<file path="config.mk">
export PLATFORM = sky130hd
export DESIGN_NAME = cla_share_arbiter
export DESIGN_NICKNAME = d
export VERILOG_FILES = /design/src/rtl/cla_share_arbiter.sv
export SDC_FILE = /design/constraint.sdc
export NUM_CORES = 1
export LEC_CHECK = 0
export ABC_AREA = 1
export BUFFER_PORTS_ARGS = -buffer_cell sky130_fd_sc_hd__buf_2
export CAP_MARGIN = 20
export CORE_MARGIN = 2
export CORE_UTILIZATION = 50
export DETAILED_ROUTE_END_ITERATION = 16
export HOLD_SLACK_MARGIN = 0.15
export PLACE_DENSITY = 0.8
export SETUP_SLACK_MARGIN = 0.02
export SYNTH_ARGS = -nofsm -noshare
export SYNTH_HDL_FRONTEND = slang
export SYNTH_SLANG_ARGS = --single-unit
export TNS_END_PERCENT = 1
</file>
<file path="constraint.sdc">
create_clock -name clk -period 5.8 [get_ports clk]
set_input_delay 0.87 -clock clk [delete_from_list [all_inputs] [get_ports clk]]
set_output_delay 0.87 -clock clk [all_outputs]
set_load 0.01 [all_outputs]
</file>
<file path="src/rtl/cla_share_arbiter.sv">
// Two-requester front end sharing one 32-bit carry-lookahead adder.
// Requests are granted round-robin and operands are latched. The sum is
// captured after CALC_CYCLES cycles and held until the owner accepts it.
module cla_share_arbiter #(
  parameter int unsigned CALC_CYCLES = 1
) (
  input  logic        clk,
  input  logic        rst,
  input  logic [1:0]  req_valid,
  output logic [1:0]  req_ready,
  input  logic [31:0] req_a0,
  input  logic [31:0] req_b0,
  input  logic        req_cin0,
  input  logic [31:0] req_a1,
  input  logic [31:0] req_b1,
  input  logic        req_cin1,
  output logic [1:0]  rsp_valid,
  input  logic [1:0]  rsp_ready,
  output logic [31:0] rsp_sum,
  output logic        rsp_cout,
  output logic        rsp_of,
  output logic        busy
);

  typedef enum logic [1:0] {StIdle, StCalc, StResp} state_e;

  localparam logic [3:0] CntLoad = 4'(CALC_CYCLES - 1);

  state_e      state_q, state_d;
  logic [3:0]  cnt_q, cnt_d;
  logic        owner_q, owner_d;
  logic        last_q, last_d;
  logic [31:0] op_a_q, op_a_d;
  logic [31:0] op_b_q, op_b_d;
  logic        op_cin_q, op_cin_d;
  logic [31:0] sum_q, sum_d;
  logic        cout_q, cout_d;
  logic        of_q, of_d;

  logic        grant_id;
  logic [31:0] cla_g, cla_p, cla_sum;
  logic [32:0] cla_c;
  logic [7:0]  grp_g, grp_p;
  logic [8:0]  grp_c;
  logic        cla_of;

  // On a tie the requester not served last wins; otherwise the lone requester.
  always_comb grant_id = (&req_valid) ? ~last_q : req_valid[1];

  // Shared adder: 4-bit lookahead groups with a group-level carry chain.
  always_comb begin
    cla_g = op_a_q & op_b_q;
    cla_p = op_a_q ^ op_b_q;
    grp_g = '0;
    grp_p = '0;
    grp_c = '0;
    cla_c = '0;
    for (int k = 0; k < 8; k++) begin
      grp_p[k] = &cla_p[4*k +: 4];
      grp_g[k] = cla_g[4*k+3]
               | (cla_p[4*k+3] & cla_g[4*k+2])
               | (cla_p[4*k+3] & cla_p[4*k+2] & cla_g[4*k+1])
               | ((&cla_p[4*k+1 +: 3]) & cla_g[4*k]);
    end
    grp_c[0] = op_cin_q;
    for (int k = 0; k < 8; k++) begin
      grp_c[k+1] = grp_g[k] | (grp_p[k] & grp_c[k]);
    end
    for (int k = 0; k < 8; k++) begin
      cla_c[4*k]   = grp_c[k];
      cla_c[4*k+1] = cla_g[4*k] | (cla_p[4*k] & grp_c[k]);
      cla_c[4*k+2] = cla_g[4*k+1] | (cla_p[4*k+1] & cla_g[4*k])
                   | (cla_p[4*k+1] & cla_p[4*k] & grp_c[k]);
      cla_c[4*k+3] = cla_g[4*k+2] | (cla_p[4*k+2] & cla_g[4*k+1])
                   | (cla_p[4*k+2] & cla_p[4*k+1] & cla_g[4*k])
                   | ((&cla_p[4*k +: 3]) & grp_c[k]);
    end
    cla_c[32] = grp_c[8];
    cla_sum   = cla_p ^ cla_c[31:0];
    cla_of    = (op_a_q[31] == op_b_q[31]) && (cla_sum[31] != op_a_q[31]);
  end

  // Next-state, operand/result capture and request accept.
  always_comb begin
    state_d   = state_q;
    cnt_d     = cnt_q;
    owner_d   = owner_q;
    last_d    = last_q;
    op_a_d    = op_a_q;
    op_b_d    = op_b_q;
    op_cin_d  = op_cin_q;
    sum_d     = sum_q;
    cout_d    = cout_q;
    of_d      = of_q;
    req_ready = 2'b00;
    unique case (state_q)
      StIdle: begin
        // Ready follows valid here, so any valid request is a handshake.
        if ((|req_valid) && !rst) begin
          req_ready[grant_id] = 1'b1;
          owner_d  = grant_id;
          op_a_d   = grant_id ? req_a1 : req_a0;
          op_b_d   = grant_id ? req_b1 : req_b0;
          op_cin_d = grant_id ? req_cin1 : req_cin0;
          cnt_d    = CntLoad;
          state_d  = StCalc;
        end
      end
      StCalc: begin
        if (cnt_q == 4'd0) begin
          sum_d   = cla_sum;
          cout_d  = cla_c[32];
          of_d    = cla_of;
          state_d = StResp;
        end else begin
          cnt_d = cnt_q - 4'd1;
        end
      end
      StResp: begin
        if (rsp_ready[owner_q]) begin
          last_d  = owner_q;
          state_d = StIdle;
        end
      end
      default: state_d = StIdle;
    endcase
  end

  // State and datapath registers; reset aborts any operation in flight.
  always_ff @(posedge clk or posedge rst) begin
    if (rst) begin
      state_q  <= StIdle;
      cnt_q    <= 4'd0;
      owner_q  <= 1'b0;
      last_q   <= 1'b1;
      op_a_q   <= '0;
      op_b_q   <= '0;
      op_cin_q <= 1'b0;
      sum_q    <= '0;
      cout_q   <= 1'b0;
      of_q     <= 1'b0;
    end else begin
      state_q  <= state_d;
      cnt_q    <= cnt_d;
      owner_q  <= owner_d;
      last_q   <= last_d;
      op_a_q   <= op_a_d;
      op_b_q   <= op_b_d;
      op_cin_q <= op_cin_d;
      sum_q    <= sum_d;
      cout_q   <= cout_d;
      of_q     <= of_d;
    end
  end

  // Response outputs come straight from registers.
  always_comb begin
    rsp_valid = 2'b00;
    if (state_q == StResp) rsp_valid = owner_q ? 2'b10 : 2'b01;
    rsp_sum  = sum_q;
    rsp_cout = cout_q;
    rsp_of   = of_q;
    busy     = (state_q != StIdle);
  end

endmodule

</file>
==> results of run 1 <==
-- how the worst max path moves through the flow --
| stage | startpoint | endpoint | slack (ns) |
|---|---|---|---|
| 6_report | rst | req_ready[0] | 1.75 |
| 5_1_grt | rst | req_ready[0] | 1.36 |
| 4_1_cts | rst | req_ready[0] | 1.64 |
| 3_5_place_dp | rst | req_ready[0] | 1.64 |
| 3_3_place_gp | rst | req_ready[0] | 1.68 |
| 2_1_floorplan | rst | req_ready[0] | 0.53 |
-- layer usage --
| metal | up-vias | GRT usage | share of wire |
|---|---|---|---|
| met5 | - | 0 | 0 |
| li1 | 2609 | - | - |
| met2 | 125 | 0.375 | 0.49 |
| met3 | 12 | 0.0414 | 0.041 |
| met1 | 2305 | 0.279 | 0.46 |
| met4 | 0 | 0.0453 | 0.012 |
-- stage by stage --
step	worst slack [ns]	hold slack, ns
after detailed placement	1.64	0.461
final	1.75	0.469
after floorplan	0.531	0.466
after global routing	1.36	0.500
after CTS	1.64	0.478
after global placement	1.68	0.459
-- cells in the final DEF, fill, tap and decap left out, types with 5 or more instances in the layout --
cell,instances
nand2_1,296
a21oi_1,18
o21ai_0,27
nor2_1,23
nand2_4,11
buf_4,5
xnor2_1,10
inv_1,31
nand3_1,85
buf_2,174
dfrtp_1,106
ha_1,34
nand2_2,7
fa_1,8
xor2_1,5
clkbuf_16,9
-- report_power, final --
group	total, uW	internal (uW)	switching (uW)	leakage (uW)
combinational	1940	803	1140	0.00238
sequential	1340	1100	240	0.00133
clock	620	351	269	0.000153
-- final cells by class --
cell class,instances,area (um2),share of cell area
clock inverters,6,73.8,0.0104
repair buffers,179,908,0.128
multi-input cells,542,2890,0.406
well taps,143,179,0.0252
clock buffers,10,239,0.0337
inverters,35,134,0.0189
flip-flops and latches,107,2680,0.377
-- synth_stat cells --
cell type and instances:
nand3_2 1, buf_1 2, a211oi_4 1, clkbuf_1 18, nand2_2 7, xnor2_1 10
nand2_1 296, nor2_1 25, xor2_1 5, nor3_1 3, nand2_4 11, fa_1 8
o211ai_1 4, nand4_1 1, o21ai_0 27, dfstp_2 1, ha_1 34, buf_2 7
inv_1 33, a21oi_2 3, o21ai_1 1, dfrtp_1 106, a21oi_1 19, clkinv_1 2
a31oi_1 1, nand3_1 85
-- worst min-delay path, cell delays in order (launching register included) --
cell and delay (ns):
dfrtp_1 0.34, nand2_1 0.06, nand2_1 0.05
-- cell families (layout without fill, tap and decap cells) --
logic type	Yosys count	after routing	share of synthesized area
xor+xnor	15	15	0.0227
fa+ha+maj	42	42	0.101
simple gates	429	429	0.316
flops	107	107	0.463
buf+inv	62	230	0.0417
compound gates	56	56	0.0549
-- state kept, by name, indices dropped and copies added (netlist names) --
signal,cells
cnt_q,4
last_q,1
op_a_q,32
op_b_q,32
op_cin_q,1
owner_q,1
rsp_cout,1
rsp_of,1
rsp_sum,32
state_q,2
==> run_results.csv, run 1 <==
group,metric,value,unit
synthesis,synth_top_area_share,0.459,
setup_path,path_buf_inv,5,
floorplanning,die_w,112,um
route,vias_per_cell,4.94,
floorplanning,core_area,0.0114,mm2
route,vias,5051,
setup_path,r2r-end,"rsp_sum[31]",
grt,grt_pass1_vias,4786,
clock_tree,cts.sinks,107,
grt,antenna_found_initial,0,
setup_path,worst-r2r-cell-count,9,
sta,period_minus_slack,4.05,ns
setup_path,start_kind,"primary input",
clock_tree,post-cts-setup-buffers,0,
hold_path,min_from,"rsp_sum[28]",
route,wl_per_cell,12.5,um
sta,finClkSkew,0.00962,ns
sta,setup-violations-final,0,
floorplanning,dieArea,0.0124,mm2
floorplanning,num_rows,39,
power,leakagePower,0.00387,uW
cells_and_area,fin_util,0.624,
sta,worstMarginPinSlew,0.838,ns
power,finalPower,3910,uW
cells_and_area,area_delta_synth_final,22.7,%
grt,grtUsageTotal,0.214,
placed_design,dp_hpwl,9410,um
sta,max-slew-margin-rel,0.441,
floorplanning,start_util,0.509,
sta,fin_setup_tns,0,ns
floorplanning,die_y,112,um
clock_tree,hold_buffers,0,
route,drt_iter0_markers,223,
floorplanning,io_pins,175,
job,max-cap-violations,0,
setup_path,worstSetupPathType,"in -> out",
setup_path,critPathMaxStageDelay,0.52,ns
hold_path,min_delay_path_depth,2,
setup_path,cp_common_cell,"buf_2",
power,vdd_ir_drop_max,0.287,mV
hold_path,hold_path_class,"reg -> reg",
setup_path,crit_family,"buffers and inverters",
placed_design,placed_cell_area,0.00679,mm2
placed_design,numPortBuffers,174,
cells_and_area,fillers,1040,
setup_path,r2r_slack,2.72,ns
clock_tree,cts_buffers,9,
synthesis,ys_ff_latch,107,
setup_path,required,4.93,ns
synthesis,avgSynthCellArea,8.14,um2
synthesis,synth_nets,889,
synthesis,synth-seq-area-share,0.463,
sta,period_share,0.699,
route,drt_wl_total,12700,um
cells_and_area,finalNonFillerCells,1022,
route,firstDrtPassIters,4,
synthesis,yosys-top-cells-area,"dfrtp_1 46%, nand2_1 19%, ha_1 7.4%, nand3_1 7.4%, fa_1 2.8%",
cells_and_area,layout-drive-gt1-share,0.255,
clock_tree,clk_pin_slew,0.07,ns
route,final_antenna_net_count,0,
route,drc,0,
hold_path,min_to,"rsp_sum[28]",
clock_tree,cts_resized,0,
setup_path,end_kind,"primary output",
clock_tree,clk_path_buf_depth,2,
clock_tree,cts.htree.levels,3,
synthesis,syn_area,0.00578,mm2
cells_and_area,final_nets,1052,
power,p_per_area,550,mW/mm2
grt,grt_first_pass_wirelength,21800,um
synthesis,yosys.area.top_type,"dfrtp_1",
placed_design,finalWeightedCongestion,0.827,
clock_tree,tritoncts,"built",
synthesis,ys_types,26,
status,status,"complete, no violations",
setup_path,timing.rr.start,"cnt_q[0]",
sta,fmax,247,MHz
sta,drv_slew,0,
cells_and_area,diodes,0,
synthesis,syn-instance-count,711,
clock_tree,root_buffer,"clkbuf_16",
grt,grt_overflow,0,
setup_path,arrival,3.18,ns
grt,grt_max_degree,68,
setup_path,crit_chain,"buf_2, inv_4, o21ai_0, nor2_1, inv_2, a21oi_4, buf_4, buf_2",
setup_path,cp_num_cells,8,
setup_path,cpMaxStageDelayCell,"buf_4",
sta,hold_violations,0,
sta,rsz0062_at_grt,"no",
clock_tree,clk_latency,0.34,ns
cells_and_area,finalInstanceArea,0.00710,mm2
placed_design,post-place-cells,1006,
setup_path,worstPathMaxFanout,67,
synthesis,ys_warn_count,0,
(Power assumes the default switching activity.)
==> run 2, diff against run 1 <==
Settings changed: ABC_AREA 1 to 0, CORE_UTILIZATION 50 to 47, PLACE_DENSITY 0.8 to 0.79.
Clock period 5.8 ns to 3.6 ns, I/O delays scaled along.
==> run 2 against run 1 <==
Routed wire length increased by 9.2%. Cell count decreased by 18%. Area after synthesis decreased by 3.0%. Clock skew about the same. Non-clock buffer count increased by 1. Sequential share of layout area increased by 0.68 points. Register-to-register slack got worse by 2.2 ns. Via count decreased by 5.3%. First-iteration DRC count increased by 110%. Power increased by 77%. Global-route usage increased by 0.99 points. Critical endpoint is now rsp_sum[24].
==> run_results.csv, run 2 <==
group,metric,value,unit
synthesis,ys_types,45,
cells_and_area,finalInstanceArea,0.00697,mm2
placed_design,dp_hpwl,10300,um
synthesis,synth-seq-area-share,0.477,
cells_and_area,ff_latch_area,0.00268,mm2
synthesis,yosys-top-cells-area,"dfrtp_1 47%, a222oi_1 12%, ha_1 7.6%, inv_1 5.1%, fa_1 2.9%",
setup_path,timing.rr.start,"op_a_q[17]",
route,vias_per_cell,5.72,
floorplanning,core_area,0.0115,mm2
clock_tree,root_buffer,"clkbuf_16",
setup_path,required,3.84,ns
sta,drv_slew,0,
floorplanning,die_y,113,um
route,drt_iter0_markers,459,
grt,grt_pass1_vias,4626,
sta,rsz0062_at_grt,"no",
synthesis,syn-instance-count,525,
route,vias,4782,
power,leakagePower,0.00371,uW
sta,fin_setup_tns,0,ns
grt,grt_overflow,0,
synthesis,synthFlopType,"dfrtp_1",
synthesis,synth_nets,703,
hold_path,hold_path_class,"in -> async",
synthesis,ys_ff_latch,107,
setup_path,worstPathMaxFanout,4,
sta,max-slew-margin-rel,0.533,
clock_tree,clk_latency,0.35,ns
floorplanning,dieArea,0.0128,mm2
route,final_antenna_net_count,0,
floorplanning,start_util,0.487,
sta,setup-violations-final,0,
placed_design,finalWeightedCongestion,0.876,
synthesis,yosysMostFrequentCell,"dfrtp_1",
synthesis,synth_commonest_cells,"106 x dfrtp_1, 77 x inv_1, 65 x a222oi_1",
floorplanning,die_w,113,um
setup_path,arrival,3.36,ns
synthesis,syn_area,0.00561,mm2
status,status,"complete, no violations",
clock_tree,cts.sinks,107,
power,vdd_ir_drop_max,0.409,mV
clock_tree,cts_buffers,9,
cells_and_area,final_nets,866,
synthesis,ys_warn_count,0,
cells_and_area,diodes,0,
setup_path,r2r_slack,0.48,ns
synthesis,async_reset_ff_frac,1.00,
sta,hold_violations,0,
clock_tree,cts.htree.levels,3,
synthesis,yosys.area.top_type,"dfrtp_1",
clock_tree,post-cts-setup-buffers,0,
sta,whs,0.281,ns
setup_path,start_kind,"flip-flop",
sta,period_minus_slack,3.12,ns
clock_tree,cts_resized,0,
clock_tree,clk_path_buf_depth,2,
setup_path,r2r-end,"rsp_sum[24]",
clock_tree,hold_buffers,0,
power,p_per_area,992,mW/mm2
cells_and_area,multi_input_area,0.00256,mm2
route,drt_wl_total,13900,um
route,firstDrtPassIters,8,
floorplanning,io_pins,175,
setup_path,worstSetupPathType,"reg -> reg",
grt,grt_max_degree,70,
synthesis,synth_edf_count,0,
job,max-cap-violations,0,
synthesis,avgSynthCellArea,10.7,um2
sta,finClkSkew,0.0101,ns
cells_and_area,area_delta_synth_final,24.2,%
grt,grtUsageTotal,0.224,
setup_path,end_kind,"flip-flop",
setup_path,worst-r2r-cell-count,10,
route,wl_per_cell,16.6,um
cells_and_area,layout-drive-gt1-share,0.322,
clock_tree,tritoncts,"built",
grt,antenna_found_initial,0,
clock_tree,clk_pin_slew,0.07,ns
route,drc,0,
cells_and_area,fillers,947,
grt,grt_first_pass_wirelength,22800,um
sta,worstMarginPinSlew,0.700,ns
placed_design,numPortBuffers,174,
sta,period_share,0.866,
floorplanning,num_rows,39,
cells_and_area,fin_util,0.605,
placed_design,placed_cell_area,0.00664,mm2
cells_and_area,layout_commonest_cell,"buf_2",
sta,fmax,321,MHz
cells_and_area,mostFrequentLayoutCells,"174 x buf_2, 106 x dfrtp_1, 76 x inv_1, 65 x a222oi_1, 38 x nand2_1",
synthesis,synth_top_area_share,0.473,
[run 2: worst max-delay path by stage]
| stage | from | endpoint | slack, ns |
|---|---|---|---|
| CTS | op_a_q[17] | rsp_sum[24] | 0.48 |
| floorplan | rst | cnt_q[0] | 0.24 |
| finish | op_a_q[17] | rsp_sum[24] | 0.48 |
| detailed placement | op_a_q[17] | rsp_sum[24] | 0.51 |
| global route | op_a_q[13] | rsp_sum[24] | 0.31 |
| global placement | op_a_q[17] | rsp_sum[24] | 0.65 |
[run 2: area by class of cell]
type | count | area share
clock buffers | 12 | 0.0368
well taps | 143 | 0.0257
multi-input cells | 312 | 0.367
flip-flops and latches | 107 | 0.384
clock inverters | 4 | 0.0104
inverters | 78 | 0.0423
repair buffers | 180 | 0.133
[run 2: through the flow]
stage / setup slack (ns) / std cells / total power (uW)
after global placement: 0.647 / 820 / 5650
final: 0.482 / 836 / 6920
after global routing: 0.309 / 836 / 7520
after floorplan: 0.244 / 525 / 4870
after detailed placement: 0.506 / 820 / 5840
after CTS: 0.482 / 836 / 6960
[run 2: cell families after synthesis]
| kind of cell | synth area share |
|---|---|
| AOI/OAI and AO/OA | 0.218 |
| DFF | 0.477 |
| buffers and inverters | 0.0709 |
| and+or+nand+nor | 0.0709 |
| adders and majority gates | 0.104 |
| xor gates and xnor gates | 0.0421 |
| muxes | 0.0161 |
[run 2: power breakdown]
part / total [uW] / switching (uW) / internal [uW]
registers: 2210 / 422 / 1790
clock network: 1080 / 438 / 647
logic: 3620 / 1950 / 1670
[run 2: critical path, stage by stage (launching register included)]
cell and delay [ns]:
dfrtp_1 0.39, ha_1 0.36, a21o_1 0.18, a21o_1 0.19
a221oi_2 0.35, inv_2 0.07, o31ai_2 0.37, o21ai_1 0.18
a21o_1 0.22, fa_1 0.42, mux2_2 0.26
[run 2: per-layer routing]
metal	vias to the layer above	track usage	routed length (um)
met3	23	0.0471	810
met4	0	0.0919	319
li1	2257	-	-
met2	188	0.368	6820
met5	-	0	0
met1	2314	0.291	5950
